<file path="config.mk">
export PLATFORM = sky130hd
export DESIGN_NAME = alu_op_decoder
export DESIGN_NICKNAME = d
export VERILOG_FILES = /design/src/rtl/alu_op_decoder.sv
export SDC_FILE = /design/constraint.sdc
export NUM_CORES = 1
export LEC_CHECK = 0
export ABC_AREA = 1
export BUFFER_PORTS_ARGS = -buffer_cell sky130_fd_sc_hd__buf_2
export CAP_MARGIN = 10
export CORE_MARGIN = 4
export CORE_UTILIZATION = 30
export DETAILED_ROUTE_END_ITERATION = 6
export GPL_TIMING_DRIVEN = 0
export PLACE_DENSITY = 0.52
export SETUP_SLACK_MARGIN = 0.02
export SLEW_MARGIN = 20
export SYNTH_ARGS = -nofsm -noshare
export SYNTH_HDL_FRONTEND = slang
export SYNTH_SLANG_ARGS = --single-unit
</file>
<file path="constraint.sdc">
create_clock -name clk -period 3 [get_ports clk]
set_input_delay 0.15 -clock clk [delete_from_list [all_inputs] [get_ports clk]]
set_output_delay 0.15 -clock clk [all_outputs]
set_load 0.05 [all_outputs]
</file>
<file path="src/rtl/alu_op_decoder.sv">
`default_nettype none
// ============================================================================
// Module      : alu_op_decoder
// Description : RV32I OP / OP-IMM / LUI decode stage producing a registered
//               ALU control bundle behind a valid/ready handshake.
// Revision    : 1.0 - initial release
// ============================================================================
module alu_op_decoder #(
    parameter int DATA_WIDTH = 32,
    parameter int CNT_WIDTH  = 16
) (
    input  logic                  clk,
    input  logic                  rst,
    input  logic                  in_valid,
    output logic                  in_ready,
    input  logic [31:0]           in_instr,
    input  logic [DATA_WIDTH-1:0] in_pc,
    input  logic                  flush,
    output logic                  out_valid,
    input  logic                  out_ready,
    output logic [3:0]            out_alu_op,
    output logic                  out_use_imm,
    output logic [DATA_WIDTH-1:0] out_imm,
    output logic [4:0]            out_rs1,
    output logic [4:0]            out_rs2,
    output logic [4:0]            out_rd,
    output logic                  out_reg_write,
    output logic                  out_illegal,
    output logic [DATA_WIDTH-1:0] out_pc,
    output logic [CNT_WIDTH-1:0]  illegal_count
);

    localparam logic [6:0] c_opc_op  = 7'b0110011;
    localparam logic [6:0] c_opc_imm = 7'b0010011;
    localparam logic [6:0] c_opc_lui = 7'b0110111;
    localparam logic [6:0] c_f7_zero = 7'b0000000;
    localparam logic [6:0] c_f7_alt  = 7'b0100000;

    localparam logic [3:0] c_alu_add  = 4'b0000;
    localparam logic [3:0] c_alu_sub  = 4'b0001;
    localparam logic [3:0] c_alu_sll  = 4'b0010;
    localparam logic [3:0] c_alu_slt  = 4'b0011;
    localparam logic [3:0] c_alu_sltu = 4'b0100;
    localparam logic [3:0] c_alu_xor  = 4'b0101;
    localparam logic [3:0] c_alu_srl  = 4'b0110;
    localparam logic [3:0] c_alu_sra  = 4'b0111;
    localparam logic [3:0] c_alu_or   = 4'b1000;
    localparam logic [3:0] c_alu_and  = 4'b1001;

    localparam logic [CNT_WIDTH-1:0] c_cnt_one = {{(CNT_WIDTH-1){1'b0}}, 1'b1};

    logic [6:0] w_opcode;
    logic [2:0] w_funct3;
    logic [6:0] w_funct7;
    logic [4:0] w_rs2;

    assign w_opcode = in_instr[6:0];
    assign w_funct3 = in_instr[14:12];
    assign w_funct7 = in_instr[31:25];
    assign w_rs2    = in_instr[24:20];

    // Base funct3 mapping shared by OP and OP-IMM (funct7=0 flavour).
    function automatic logic [3:0] f3_to_op(input logic [2:0] f3);
        case (f3)
            3'b000:  f3_to_op = c_alu_add;
            3'b001:  f3_to_op = c_alu_sll;
            3'b010:  f3_to_op = c_alu_slt;
            3'b011:  f3_to_op = c_alu_sltu;
            3'b100:  f3_to_op = c_alu_xor;
            3'b101:  f3_to_op = c_alu_srl;
            3'b110:  f3_to_op = c_alu_or;
            default: f3_to_op = c_alu_and;
        endcase
    endfunction

    logic                  w_legal;
    logic [3:0]            w_alu_op;
    logic                  w_use_imm;
    logic [DATA_WIDTH-1:0] w_imm;
    logic [4:0]            w_rs1;

    always_comb begin
        w_legal   = 1'b0;
        w_alu_op  = f3_to_op(w_funct3);
        w_use_imm = 1'b0;
        w_imm     = '0;
        w_rs1     = in_instr[19:15];
        case (w_opcode)
            c_opc_op: begin
                if (w_funct7 == c_f7_zero) begin
                    w_legal = 1'b1;
                end else if (w_funct7 == c_f7_alt) begin
                    if (w_funct3 == 3'b000) begin
                        w_legal  = 1'b1;
                        w_alu_op = c_alu_sub;
                    end else if (w_funct3 == 3'b101) begin
                        w_legal  = 1'b1;
                        w_alu_op = c_alu_sra;
                    end
                end
            end
            c_opc_imm: begin
                w_use_imm = 1'b1;
                if (w_funct3 == 3'b001) begin
                    w_legal = (w_funct7 == c_f7_zero);
                    w_imm   = {{(DATA_WIDTH-5){1'b0}}, w_rs2};
                end else if (w_funct3 == 3'b101) begin
                    w_imm = {{(DATA_WIDTH-5){1'b0}}, w_rs2};
                    if (w_funct7 == c_f7_zero) begin
                        w_legal = 1'b1;
                    end else if (w_funct7 == c_f7_alt) begin
                        w_legal  = 1'b1;
                        w_alu_op = c_alu_sra;
                    end
                end else begin
                    w_legal = 1'b1;
                    w_imm   = {{(DATA_WIDTH-12){in_instr[31]}}, in_instr[31:20]};
                end
            end
            c_opc_lui: begin
                w_legal   = 1'b1;
                w_alu_op  = c_alu_add;
                w_use_imm = 1'b1;
                w_imm     = {in_instr[31:12], 12'b0};
                w_rs1     = 5'd0;
            end
            default: w_legal = 1'b0;
        endcase
        // Illegal encodings present a neutral bundle downstream.
        if (!w_legal) begin
            w_alu_op  = c_alu_add;
            w_use_imm = 1'b0;
            w_imm     = '0;
        end
    end

    logic w_accept;

    assign in_ready = !out_valid || out_ready;
    assign w_accept = in_valid && in_ready && !flush;

    always_ff @(posedge clk) begin
        if (rst) begin
            out_valid     <= 1'b0;
            out_alu_op    <= '0;
            out_use_imm   <= 1'b0;
            out_imm       <= '0;
            out_rs1       <= '0;
            out_rs2       <= '0;
            out_rd        <= '0;
            out_reg_write <= 1'b0;
            out_illegal   <= 1'b0;
            out_pc        <= '0;
            illegal_count <= '0;
        end else if (flush) begin
            out_valid <= 1'b0;
        end else if (w_accept) begin
            out_valid     <= 1'b1;
            out_alu_op    <= w_alu_op;
            out_use_imm   <= w_use_imm;
            out_imm       <= w_imm;
            out_rs1       <= w_rs1;
            out_rs2       <= w_rs2;
            out_rd        <= in_instr[11:7];
            out_reg_write <= w_legal && (in_instr[11:7] != 5'd0);
            out_illegal   <= !w_legal;
            out_pc        <= in_pc;
            if (!w_legal && (illegal_count != '1)) begin
                illegal_count <= illegal_count + c_cnt_one;
            end
        end else if (out_ready) begin
            out_valid <= 1'b0;
        end
    end

endmodule
`default_nettype wire

</file>
==> impl_metrics.py <==
metrics = {
    "synthesis": {
        "synth_ff_type": "dfxtp_1",
        "synth_area_mm2": 0.00444,
        "syn_inst": 622,
        "synthTopCellsByArea": "dfxtp_1, nor2_1, nand2_1, a21oi_1, o21ai_0",
        "syn_nets": 692,
        "synth_top_area_share": 0.464,
        "synth_xor_area_frac": 0.0256,
        "synth.avg_cell_area_um2": 7.14,
        "synth_top_family_by_area": "simple AND/OR/NAND/NOR gates",
        "synth-adder-area-share": 0.00282,
        "synth.area.mux_share": 0,
        "yosys.area_share.simple": 0.290,
        "ys_types": 32,
        "synth_compound_area_frac": 0.145,
        "synth_area_leader_cell": "dfxtp_1",
        "synth-seq-cells": 103,
        "async_reset_ff_frac": 0,
        "synth_edf_count": 0,
        "ys_seq_area_frac": 0.464,
        "synth_warnings": 0,
    },
    "clock_tree": {
        "numCtsBuffers": 9,
        "postCtsSetupRepairBufs": 0,
        "clkSlewWorstSetupHoldPaths_ns": 0.07,
        "cts_hold_buf": 1,
        "insertion_delay_ns": 0.35,
        "cts.path.max_buffers": 2,
        "cts_sinks": 103,
        "cts_max_level": 3,
        "ctsResizeCount": 0,
        "ctsRootBufferMaster": "clkbuf_16",
        "cts_tree": "done",
    },
    "routing": {
        "firstDrtPassIters": 5,
        "antenna_left": 0,
        "wl_met1_um": 6250,
        "drc": 0,
        "vias": 4672,
        "drt_iter0_drc": 261,
        "drt_wl_total_um": 14500,
        "wire_per_inst_um": 14.6,
        "dr_wl_met2_um": 6730,
        "wl_met3_um": 1260,
        "top_layer": "met4",
        "via_per_inst": 4.70,
    },
    "status": {
        "status": "completed",
    },
    "sta": {
        "fin_crit_sh": 0.666,
        "finalSetupTns_ns": 0,
        "worstMarginPinSlew_ns": 0.668,
        "period_needed_ns": 2.00,
        "slew_viol_final": 0,
        "slew_headroom": 0.554,
        "rsz0062_at_grt": "no",
        "clock_skew_ns": 0.00608,
        "setup_violations": 0,
        "hold_viol": 0,
        "fmax_ghz": 0.500,
    },
    "critical_path": {
        "path_cells": "ha_1 > nand2_2 > nor2_2 > nand2_2 > nor2_4 > nand3_4 > nand4_2 > buf_6 > nand2_1 > a21oi_1",
        "reg2reg_slack_ns": 1.00,
        "start_kind": "register",
        "reg2regPathDepth": 10,
        "path_class": "reg -> reg",
        "worstReg2RegStart": "illegal_count[0]",
        "crit_fanout": 10,
        "cpMaxStageDelayCell": "dfxtp_1",
        "cp_data_arrival_time_ns": 2.28,
        "crit_required_ns": 3.28,
        "worst_path_largest_cell_delay_ns": 0.43,
        "cp_common_cell": "nand2_2",
        "worst_setup_path_end_kind": "register",
        "r2r_end": "illegal_count[8]",
    },
    "floorplanning": {
        "dieHeight_um": 130,
        "die-area_mm2": 0.0168,
        "fp.coreArea_mm2": 0.0145,
        "num_rows": 44,
        "die_x_um": 130,
        "io_pins": 173,
        "start_util": 0.305,
    },
    "cells_and_area": {
        "diodes": 0,
        "final_layout_size_suffix_gt1_frac": 0.260,
        "multi_input_area_mm2": 0.00205,
        "seq_area_mm2": 0.00206,
        "final_core_utilization": 0.402,
        "final_nets": 875,
        "finalNonFillerCells": 994,
        "fin_area_mm2": 0.00584,
        "area_delta_synth_final_pct": 31.5,
        "n_fill_cell": 1631,
    },
    "min_path": {
        "hold_start": "in_pc[17]",
        "min_path_type": "in -> reg",
        "min_path_cells": 3,
        "min_to": "out_pc[17]",
    },
    "flow_run": {
        "cap_viol_max_count": 0,
    },
    "global_routing": {
        "grt_pass1_vias": 4600,
        "grt_pass1_wl_um": 22800,
        "track_usage": 0.172,
        "antenna_found_initial": 0,
        "grt_start_max_net_pins": 17,
        "grt_overflow": 0,
    },
    "power": {
        "p_leak_nw": 2.71,
        "power_density_mw_per_mm2": 525,
        "peakVddDrop_mv": 0.420,
    },
    "placed_design": {
        "dp_hpwl_um": 11100,
        "gp_congestion": 0.898,
        "postPlaceCellArea_mm2": 0.00553,
        "place_inst": 977,
        "numPortBuffers": 171,
    },
}
report_power, final:
group	leakage (nW)	internal [mW]	switching (mW)
Sequential	0.838	1.41	0.0229
Clock	0.138	0.669	0.527
Combinational	1.74	0.112	0.323
Total	2.71	2.19	0.873
area by class of cell:
type                    instances  area share
clock inverters                 5     0.00986
well taps                     184      0.0395
plain buffers                  35      0.0257
multi-input cells             438       0.352
repair buffers                172       0.148
flip-flops and latches        103       0.353
inverters                      46      0.0296
clock buffers                  11      0.0416
layout by cell type (no fill, tap or decap), types with 3 or more instances in the layout:
master        n
xnor2_1       4
o21ai_0      53
a21oi_1      66
nand4_1       4
o21ai_1       6
nand2_1     105
clkbuf_1     26
nor3_1       12
nor2_4        3
nand2_2       3
inv_1        42
nor2_1      125
clkinvlp_4    3
buf_2       176
inv_2         4
dfxtp_1     103
nand3_1      34
clkbuf_16     9
xor2_1        9
cells by family after synthesis:
logic type,Yosys count
buffers and inverters,81
flip-flops,103
AND/OR/NAND/NOR,297
XOR/XNOR,13
adder cells (fa/ha/maj),1
AO/OA/AOI/OAI,127
synthesized netlist by cell type, types with 3 or more instances:
master / n
nand2_2: 3
dfxtp_1: 103
nor2_1: 125
xor2_1: 9
nor3_1: 12
buf_2: 5
xnor2_1: 4
nand2_1: 105
inv_1: 42
nand4_1: 4
clkbuf_1: 25
nand3_1: 34
nor2_4: 3
o21ai_1: 6
a21oi_1: 66
o21ai_0: 53
inv_2: 4
worst max path at each step:
stage                      from           endpoint  slack [ns]  cells past startpoint
6_report       illegal_count[0]   illegal_count[8]        1.00                     10
5_1_grt        illegal_count[0]   illegal_count[8]        0.78                     10
4_1_cts        illegal_count[0]   illegal_count[8]        0.97                     10
3_5_place_dp   illegal_count[0]   illegal_count[6]        1.01                     10
3_3_place_gp   illegal_count[0]  illegal_count[13]        1.02                     10
2_1_floorplan  illegal_count[0]   illegal_count[4]        0.88                     10
registers in the layout, summed over array words and instances, names as in the netlist:
register       flops
illegal_count     16
out_alu_op         4
out_illegal        1
out_imm           32
out_pc            32
out_rd             5
out_reg_write      1
out_rs1            5
out_rs2            5
out_use_imm        1
out_valid          1
worst max-delay path: cells and delay by family (launching register included):
kind	cells	cell delay (ns)
AO/OA/AOI/OAI	1	0.13
adder cells (fa/ha/maj)	1	0.28
buffers and inverters	1	0.16
flip-flops	1	0.43
AND/OR/NAND/NOR	7	0.93
routing by layer:
layer,global-route usage,vias up
met2,0.280,153
met3,0.0709,16
met5,0,-
met1,0.210,2126
met4,0.0507,0
li1,-,2377
per-stage QoR:
| step | setup WS, ns | power (mW) | hold WS, ns |
|---|---|---|---|
| detailed placement | 1.01 | 1.90 | 0.357 |
| finish | 1.00 | 3.06 | 0.0201 |
| global placement | 1.02 | 1.90 | 0.344 |
| floorplan | 0.875 | 1.75 | 0.228 |
| CTS | 0.974 | 3.12 | 0.00605 |
| global route | 0.784 | 3.20 | 0.0213 |
No activity file was read; power rests on OpenSTA's default activity.
